### config.mk
export PLATFORM = sky130hd
export DESIGN_NAME = spi_disp_queue
export DESIGN_NICKNAME = d
export VERILOG_FILES = /design/src/rtl/spi_disp_pkg.sv /design/src/rtl/spi_byte_fifo.sv /design/src/rtl/spi_disp_queue.sv
export SDC_FILE = /design/constraint.sdc
export NUM_CORES = 1
export LEC_CHECK = 0
export BUFFER_PORTS_ARGS = -buffer_cell sky130_fd_sc_hd__buf_2
export CORE_ASPECT_RATIO = 0.5
export CORE_MARGIN = 2
export CORE_UTILIZATION = 45
export CTS_CLUSTER_SIZE = 30
export DETAILED_ROUTE_END_ITERATION = 10
export PLACE_DENSITY = 0.69
export SYNTH_ARGS = -nofsm -noshare
export SYNTH_HDL_FRONTEND = slang
export SYNTH_SLANG_ARGS = --single-unit
### constraint.sdc
create_clock -name clk -period 10.9 [get_ports clk]
set_clock_uncertainty 0.1 [all_clocks]
set_input_delay 0.545 -clock clk [delete_from_list [all_inputs] [get_ports clk]]
set_output_delay 0.545 -clock clk [all_outputs]
set_load 0.005 [all_outputs]
### src/rtl/spi_disp_pkg.sv
// spi_disp_pkg: shared offsets, FSM states and FIFO entry type for the SPI display queue.
//   DQ_*   : CPU-side register offsets
//   SPI_*  : downstream SPI peripheral register offsets
//   state_t: sequencer states
//   entry_t: one queued {dc, byte} item
package spi_disp_pkg;
    localparam logic [7:0] DQ_CMD   = 8'h00;
    localparam logic [7:0] DQ_DAT   = 8'h04;
    localparam logic [7:0] DQ_STAT  = 8'h08;
    localparam logic [7:0] DQ_CTRL  = 8'h0C;
    localparam logic [7:0] SPI_CS   = 8'h04;
    localparam logic [7:0] SPI_BYTE = 8'h08;
    localparam logic [7:0] SPI_DC   = 8'h10;
    typedef enum logic [2:0] {ST_IDLE, ST_CS_LO, ST_DC_CHK, ST_DC_WR, ST_BYTE, ST_CS_HI} state_t;
    typedef struct packed {
        logic       dc;
        logic [7:0] data;
    } entry_t;
endpackage

### src/rtl/spi_byte_fifo.sv
// spi_byte_fifo: synchronous {dc,byte} FIFO with the head entry visible combinationally.
//   push_i/pop_i : enqueue/dequeue requests (ignored when full/empty; push at full is
//                  accepted if a pop happens in the same cycle)
//   flush_i      : drop all entries
//   head_o       : oldest entry, valid while !empty_o
//   level_o      : entry count, 0..DEPTH
module spi_byte_fifo
    import spi_disp_pkg::*;
#(
    parameter int  DEPTH = 16,
    localparam int AW    = $clog2(DEPTH),
    localparam int CW    = AW + 1
) (
    input  logic          clk,
    input  logic          resetn,
    input  logic          push_i,
    input  logic          pop_i,
    input  logic          flush_i,
    input  entry_t        din_i,
    output entry_t        head_o,
    output logic          full_o,
    output logic          empty_o,
    output logic [CW-1:0] level_o
);
    logic [AW-1:0] wr_ptr_q, rd_ptr_q;
    logic [CW-1:0] cnt_q;
    entry_t        mem_q [DEPTH];
    logic          pop_ok, push_ok;

    assign full_o  = cnt_q == CW'(DEPTH);
    assign empty_o = cnt_q == '0;
    assign level_o = cnt_q;
    assign head_o  = mem_q[rd_ptr_q];
    assign pop_ok  = pop_i && !empty_o;
    assign push_ok = push_i && (!full_o || pop_ok);

    always_ff @(posedge clk) begin
        if (!resetn || flush_i) begin
            wr_ptr_q <= '0;
            rd_ptr_q <= '0;
            cnt_q    <= '0;
        end else begin
            if (push_ok) wr_ptr_q <= wr_ptr_q + AW'(1);
            if (pop_ok) rd_ptr_q <= rd_ptr_q + AW'(1);
            cnt_q <= cnt_q + CW'(push_ok) - CW'(pop_ok);
        end
    end

    always_ff @(posedge clk) begin
        if (push_ok) mem_q[wr_ptr_q] <= din_i;
    end
endmodule

### src/rtl/spi_disp_queue.sv
// spi_disp_queue: buffered command/data feeder mastering the SPI display peripheral bus.
//   s_*       : CPU register port (push cmd/data, STAT, CTRL), held request / 1-cycle s_done_o
//   m_*       : downstream register-write master, request held until m_done_i
//   irq_empty_o: high while the FIFO is empty and the sequencer is idle
module spi_disp_queue
    import spi_disp_pkg::*;
#(
    parameter int FIFO_DEPTH      = 16,
    parameter bit AUTO_CS_DEFAULT = 1'b1
) (
    input  logic        clk,
    input  logic        resetn,
    input  logic        s_wr_i,
    input  logic        s_rd_i,
    input  logic [7:0]  s_addr_i,
    input  logic [31:0] s_wdat_i,
    output logic [31:0] s_rdat_o,
    output logic        s_done_o,
    output logic        m_wr_o,
    output logic [7:0]  m_addr_o,
    output logic [31:0] m_wdat_o,
    input  logic        m_done_i,
    output logic        irq_empty_o
);
    localparam int LW = $clog2(FIFO_DEPTH) + 1;

    state_t        state_q, end_st;
    logic          s_done_q, auto_cs_q, flush_q, ovf_q;
    logic [31:0]   s_rdat_q, s_rdat_d, stat, rd_val;
    logic          m_wr_q, cur_dc_q, dc_valid_q;
    logic [7:0]    m_addr_q;
    logic [31:0]   m_wdat_q;
    logic          req, wr_req, rd_req, ctrl_wr, push_req, stall, do_push, do_pop;
    logic          s_done_d, busy, full, empty, dc_chg, nxt_empty;
    logic [LW-1:0] level, lvl_nxt;
    entry_t        head, din;
    logic          unused_wdat;

    spi_byte_fifo #(.DEPTH(FIFO_DEPTH)) u_fifo (
        .clk    (clk),
        .resetn (resetn),
        .push_i (do_push),
        .pop_i  (do_pop),
        .flush_i(flush_q),
        .din_i  (din),
        .head_o (head),
        .full_o (full),
        .empty_o(empty),
        .level_o(level)
    );

    // A request is only sampled outside the s_done cycle.
    assign req      = !s_done_q && (s_wr_i || s_rd_i);
    assign wr_req   = req && s_wr_i;
    assign rd_req   = req && s_rd_i && !s_wr_i;
    assign ctrl_wr  = wr_req && s_addr_i == DQ_CTRL;
    assign push_req = wr_req && (s_addr_i == DQ_CMD || s_addr_i == DQ_DAT);
    assign do_pop   = state_q == ST_BYTE && m_wr_q && m_done_i && !empty;
    // A push at full waits, unless the in-flight byte retires this cycle and frees a slot.
    assign stall    = push_req && full && !do_pop;
    assign do_push  = push_req && !stall;
    assign din      = {s_addr_i == DQ_DAT, s_wdat_i[7:0]};
    assign busy     = state_q != ST_IDLE;
    assign stat     = {16'(level), 12'b0, busy, ovf_q, full, empty};
    assign rd_val   = s_addr_i == DQ_STAT ? stat : s_addr_i == DQ_CTRL ? {31'b0, auto_cs_q} : '0;
    assign s_done_d = req && !stall;
    assign s_rdat_d = rd_req ? rd_val : '0;
    assign unused_wdat = ^s_wdat_i[31:8];

    // Occupancy after this cycle's push/pop; a pending flush empties the FIFO regardless.
    assign lvl_nxt   = level + LW'(do_push) - LW'(do_pop);
    assign nxt_empty = flush_q || lvl_nxt == '0;
    assign dc_chg    = !dc_valid_q || head.dc != cur_dc_q;
    assign end_st    = auto_cs_q ? ST_CS_HI : ST_IDLE;

    assign s_done_o    = s_done_q;
    assign s_rdat_o    = s_rdat_q;
    assign m_wr_o      = m_wr_q;
    assign m_addr_o    = m_addr_q;
    assign m_wdat_o    = m_wdat_q;
    assign irq_empty_o = empty && !busy;

    always_ff @(posedge clk) begin
        if (!resetn) begin
            s_done_q  <= 1'b0;
            s_rdat_q  <= '0;
            auto_cs_q <= AUTO_CS_DEFAULT;
            flush_q   <= 1'b0;
            ovf_q     <= 1'b0;
        end else begin
            s_done_q <= s_done_d;
            s_rdat_q <= s_rdat_d;
            flush_q  <= ctrl_wr && s_wdat_i[1];
            ovf_q    <= stall || (ovf_q && !(ctrl_wr && s_wdat_i[2]));
            if (ctrl_wr) auto_cs_q <= s_wdat_i[0];
        end
    end

    // Write states raise m_wr one cycle after entry (the mandatory idle gap after m_done);
    // DC_CHK already is that gap cycle, so it loads the next request directly.
    always_ff @(posedge clk) begin
        if (!resetn) begin
            state_q    <= ST_IDLE;
            m_wr_q     <= 1'b0;
            m_addr_q   <= '0;
            m_wdat_q   <= '0;
            cur_dc_q   <= 1'b0;
            dc_valid_q <= 1'b0;
        end else begin
            if (m_wr_q && m_done_i) m_wr_q <= 1'b0;
            case (state_q)
                ST_IDLE: if (!empty) state_q <= auto_cs_q ? ST_CS_LO : ST_DC_CHK;
                ST_CS_LO: begin
                    if (!m_wr_q) begin
                        m_wr_q   <= 1'b1;
                        m_addr_q <= SPI_CS;
                        m_wdat_q <= 32'd0;
                    end else if (m_done_i) state_q <= ST_DC_CHK;
                end
                ST_DC_CHK: begin
                    m_wr_q   <= !empty || auto_cs_q;
                    m_addr_q <= empty ? SPI_CS : dc_chg ? SPI_DC : SPI_BYTE;
                    m_wdat_q <= empty ? 32'd1 : dc_chg ? {31'b0, head.dc} : {24'b0, head.data};
                    state_q  <= empty ? end_st : dc_chg ? ST_DC_WR : ST_BYTE;
                end
                ST_DC_WR: begin
                    if (m_wr_q && m_done_i) begin
                        cur_dc_q   <= m_wdat_q[0];
                        dc_valid_q <= 1'b1;
                        state_q    <= ST_BYTE;
                    end
                end
                ST_BYTE: begin
                    if (!m_wr_q) begin
                        if (empty) state_q <= end_st;
                        else begin
                            m_wr_q   <= 1'b1;
                            m_addr_q <= SPI_BYTE;
                            m_wdat_q <= {24'b0, head.data};
                        end
                    end else if (m_done_i) state_q <= nxt_empty ? end_st : ST_DC_CHK;
                end
                ST_CS_HI: begin
                    if (!m_wr_q) begin
                        m_wr_q   <= 1'b1;
                        m_addr_q <= SPI_CS;
                        m_wdat_q <= 32'd1;
                    end else if (m_done_i) begin
                        dc_valid_q <= 1'b0;
                        state_q    <= ST_IDLE;
                    end
                end
                default: state_q <= ST_IDLE;
            endcase
        end
    end
endmodule

==> impl.org <==
** Outcome
- Result of the run :: finished clean

** Pwr
- The analysis attributes to cell leakage a power of 3.17 nW.
- Of the total power, registers draw 0.541.
- The internal power of the cells totals 1.11 mW.
- Power share of the clock group :: 0.444
- VDD sags by at most 0.105 mV.
- Ratio of total power to cell area :: 157 mW/mm2
- Share of total power in combinational logic :: 0.015
- The analysis attributes to net switching a power of 0.326 mW.
- Of the total power, the share spent switching nets is 0.226.
- Power, Total :: 1.44 mW

** Finish
- Layout Nets :: 658
- From synthesis to final layout, the design area changed by 10.2%.
- Sequential cell area :: 0.00527 mm2
- After routing the design area is 0.00919 mm2.
- In the final layout, the multi-input gates occupy 0.00270 mm2.
- Count of fill cells added during filler insertion :: 1514
- Measured on the finished design, the core utilization comes to 0.503.
- Final instance count without filler cells :: 853
- In the final layout, the share of cells above drive strength 1 is 0.212.

** Setup path
- The critical path is of the flip-flop to flip-flop type.
- CP endpoint kind :: flip-flop
- RR Startpoint :: u_fifo.level_o[3]$_SDFF_PP0_
- Data on the critical path arrives at its endpoint at 4.38 ns.
- At the worst endpoint, the required time is 11.10 ns.
- Largest fanout on the critical path :: 10
- Worst path cell trace :: inv_1 > ha_1 > nor4b_2 > nor4_1 > ha_1 > inv_1 > ha_1 > fa_1 > a21oi_1 > o21bai_1 > xor2_1 > a311oi_1 > a31o_2 > a221oi_2
- For flop-to-flop paths, the worst setup slack is 6.72 ns.
- Highest cell delay on the worst timing path :: 0.82 ns
- In this run the critical register-to-register path is captured at state_q[0]$_SDFFE_PN0P_.
- CP max stage cell :: sky130_fd_sc_hd__nor4b_2
- CP most frequent cell :: sky130_fd_sc_hd__ha_1
- Reg2reg path depth :: 14
- Sort of element at the start of the critical path :: flip-flop

** Yosys
- Counting flops with a built-in enable in the synthesized netlist gives 144.
- Ranked by instance count, the synthesized netlist is headed by sky130_fd_sc_hd__edfxtp_1, sky130_fd_sc_hd__buf_4, sky130_fd_sc_hd__dfxtp_1, sky130_fd_sc_hd__mux4_2, sky130_fd_sc_hd__nor2_1.
- In the post-synthesis netlist, the biggest area contributors are sky130_fd_sc_hd__edfxtp_1, sky130_fd_sc_hd__dfxtp_1, sky130_fd_sc_hd__mux4_2.
- The most common cell in the synthesized netlist is sky130_fd_sc_hd__edfxtp_1.
- Area share of the largest cell type after synthesis :: 0.518
- In this run, synthesis produced a sequential element count of 191.
- Synth async-reset ratio :: 0
- Synthesized area divided by synthesized cell count :: 14.8 um2
- Post-synth cell types :: 61
- The share of the Yosys chip area taken by registers is 0.631.
- The synthesized netlist occupies a cell area of 0.00834 mm2.
- Total of warnings raised by yosys :: 0
- The largest total area in the synthesized netlist belongs to sky130_fd_sc_hd__edfxtp_1.
- In the synthesized netlist the dominant register cell turns out to be sky130_fd_sc_hd__edfxtp_1.
- In the synthesized netlist, the number of instances is 562.

** Global route
- The number of antenna violations at the first check in global routing is 0.
- For this run, the total global-route usage over all layers was measured as 0.176.
- Total gr overflow :: 0
- Number of global-route vias before repair :: 4293
- The first global-routing pass estimated 25200 um of wire.
- Entering global routing, the biggest net connects 34 pins.

** Clocking
- Clock-pin slew was measured on the worst setup and hold paths at 0.07 ns.
- The tree is rooted in a sky130_fd_sc_hd__clkbuf_16.
- Count of hold buffers inserted by post-cts repair :: 0
- Clock insertion delay at the later pin of the skew report :: 0.43 ns
- H-tree Lvls :: 4
- Buffers inserted during clock tree synthesis total 17.
- Counting along the longest clock path gives a buffer depth of 2.
- TritonCTS clock tree :: yes
- Cts repair resizes :: 0
- The number of setup buffers added after CTS is 0.
- Clock tree synthesis found a total of 191 sinks.

** Timing
- Dividing the final minimum period by the clock period gives 0.383.
- Transition time at the pin with the least slew margin :: 1.30 ns
- Setup violations remaining at the end of the flow were counted as 0.
- For the final routed database, the setup TNS stands at 0 ns.
- In this run the tightest slew margin relative to its limit is 0.129.
- The count of pins over their slew limit was 0.
- Post-route minimum period :: 4.18 ns
- The worst path meets setup with 6.72 ns of slack.
- RSZ-0062 raised after global routing :: no
- Maximum operating frequency :: 239 MHz
- Across all hold checks on the routed design, the worst slack comes to 0.307 ns.
- The final hold violation count was 0.

** Placement
- Area after detailed placement :: 0.00857 mm2
- Routability-driven placement finished with a final weighted congestion of 0.819.
- Buffers on Ports :: 43
- Timing analysis after detailed placement gives a worst setup slack of 6.82 ns.
- Detailed placement finished with a half-perimeter wire length of 10200 um.
- Inst Count DP :: 820

** Routing
- Routed vias :: 4622
- Antenna violation net count after detailed routing :: 0
- The first detailed-routing pass ran for 5 iterations.
- DRC violations left :: 0
- The first routing iteration left 462 violations.
- Total Routed Length :: 16700 um
- In the final routed layout, each cell accounts on average for 19.5 um.
- Average via count per standard cell :: 5.42

** Die
- Placeable core area :: 0.0183 mm2
- The initial utilization of the core area, before any placement, comes to 0.457.
- The die covers 0.0197 mm2.
- Site row count :: 35
- The floorplan step set the die height to 100 um.
- Number of top-level design ports :: 120
- Chip width :: 197 um

** Min path
- The path class of the tightest hold or removal check is input port to flip-flop.
- Worst hold path endpoint :: s_done_o$_SDFF_PN0_
- The startpoint identified for the worst hold timing path is s_rd_i.
- Counting instances, the worst hold path has a depth of 3.

** Flow run
- Max_cap viols :: 0
==> worst max-delay path, delay by kind of cell (launching register included) <==
| kind | cells | cell delay (ns) |
|---|---|---|
| AO/OA/AOI/OAI | 5 | 0.94 |
| XOR/XNOR | 1 | 0.19 |
| adder cells (fa/ha/maj) | 4 | 1.18 |
| buffers and inverters | 2 | 0.15 |
| flip-flops | 1 | 0.32 |
| AND/OR/NAND/NOR | 2 | 1.15 |
==> power by group through the flow <==
| stage | Sequential, mW | Combinational, mW | Clock [mW] |
|---|---|---|---|
| 2_1_floorplan | 0.796 | 0.0221 | 0 |
| 3_3_place_gp | 0.796 | 0.0200 | 0 |
| 3_5_place_dp | 0.796 | 0.0211 | 0 |
| 4_1_cts | 0.779 | 0.0211 | 0.647 |
| 5_1_grt | 0.779 | 0.0246 | 0.678 |
| 6_report | 0.779 | 0.0216 | 0.639 |
==> placed cells by master, fill, tap and decap left out, types with 17 or more instances in the layout <==
| cell type | n |
|---|---|
| sky130_fd_sc_hd__buf_2 | 43 |
| sky130_fd_sc_hd__edfxtp_1 | 144 |
| sky130_fd_sc_hd__nand2_1 | 30 |
| sky130_fd_sc_hd__mux4_2 | 41 |
| sky130_fd_sc_hd__inv_1 | 21 |
| sky130_fd_sc_hd__clkbuf_16 | 17 |
| sky130_fd_sc_hd__and2_1 | 22 |
| sky130_fd_sc_hd__dfxtp_1 | 46 |
| sky130_fd_sc_hd__o21ai_0 | 18 |
| sky130_fd_sc_hd__nor2_1 | 33 |
| sky130_fd_sc_hd__conb_1 | 52 |
==> kinds of logic after synthesis <==
logic type	after synthesis	synth area share
buffers and inverters	99	0.0693
xor gates and xnor gates	14	0.0147
other	1	0.000450
adders and majority gates	14	0.0228
AOI/OAI and AO/OA	60	0.0482
and+or+nand+nor	132	0.0834
DFF	191	0.631
muxes	51	0.130
==> routing by layer <==
layer / GRT usage / up-vias / share of wire
li1: - / 2088 / -
met1: 0.252 / 2329 / 0.47
met2: 0.272 / 186 / 0.46
met3: 0.0393 / 19 / 0.067
met4: 0.0524 / 0 / 0.012
met5: 0 / - / 0
==> state kept, by name, indices dropped and copies added (netlist names), 3 cells and up, named ones only <==
register,flops
u_fifo.mem_q,144
s_rdat_o,9
m_wdat_o,8
u_fifo.level_o,5
u_fifo.rd_ptr_q,4
u_fifo.wr_ptr_q,4
m_addr_o,3
state_q,3
==> worst max path at each step <==
stage | cells past startpoint | end | startpoint
final | 14 | state_q[0]$_SDFFE_PN0P_ | u_fifo.level_o[3]$_SDFF_PP0_
after detailed placement | 14 | state_q[0]$_SDFFE_PN0P_ | u_fifo.level_o[3]$_SDFF_PP0_
after CTS | 14 | state_q[0]$_SDFFE_PN0P_ | u_fifo.level_o[3]$_SDFF_PP0_
after floorplan | 14 | state_q[0]$_SDFFE_PN0P_ | u_fifo.level_o[3]$_SDFF_PP0_
after global routing | 14 | state_q[1]$_SDFFE_PN0P_ | u_fifo.level_o[3]$_SDFF_PP0_
after global placement | 14 | state_q[0]$_SDFFE_PN0P_ | u_fifo.level_o[2]$_SDFF_PP0_
==> final cells by class <==
| class | instances | share of cell area |
|---|---|---|
| timing repair buffer | 45 | 0.0251 |
| antenna | 1 | 0.000272 |
| tap | 240 | 0.0327 |
| clock buffer | 17 | 0.0463 |
| sequential | 191 | 0.573 |
| multi-input combinational | 323 | 0.293 |
| clock inverter | 15 | 0.0206 |
| inverter | 21 | 0.00858 |
Power figures use the tool's default switching activity.
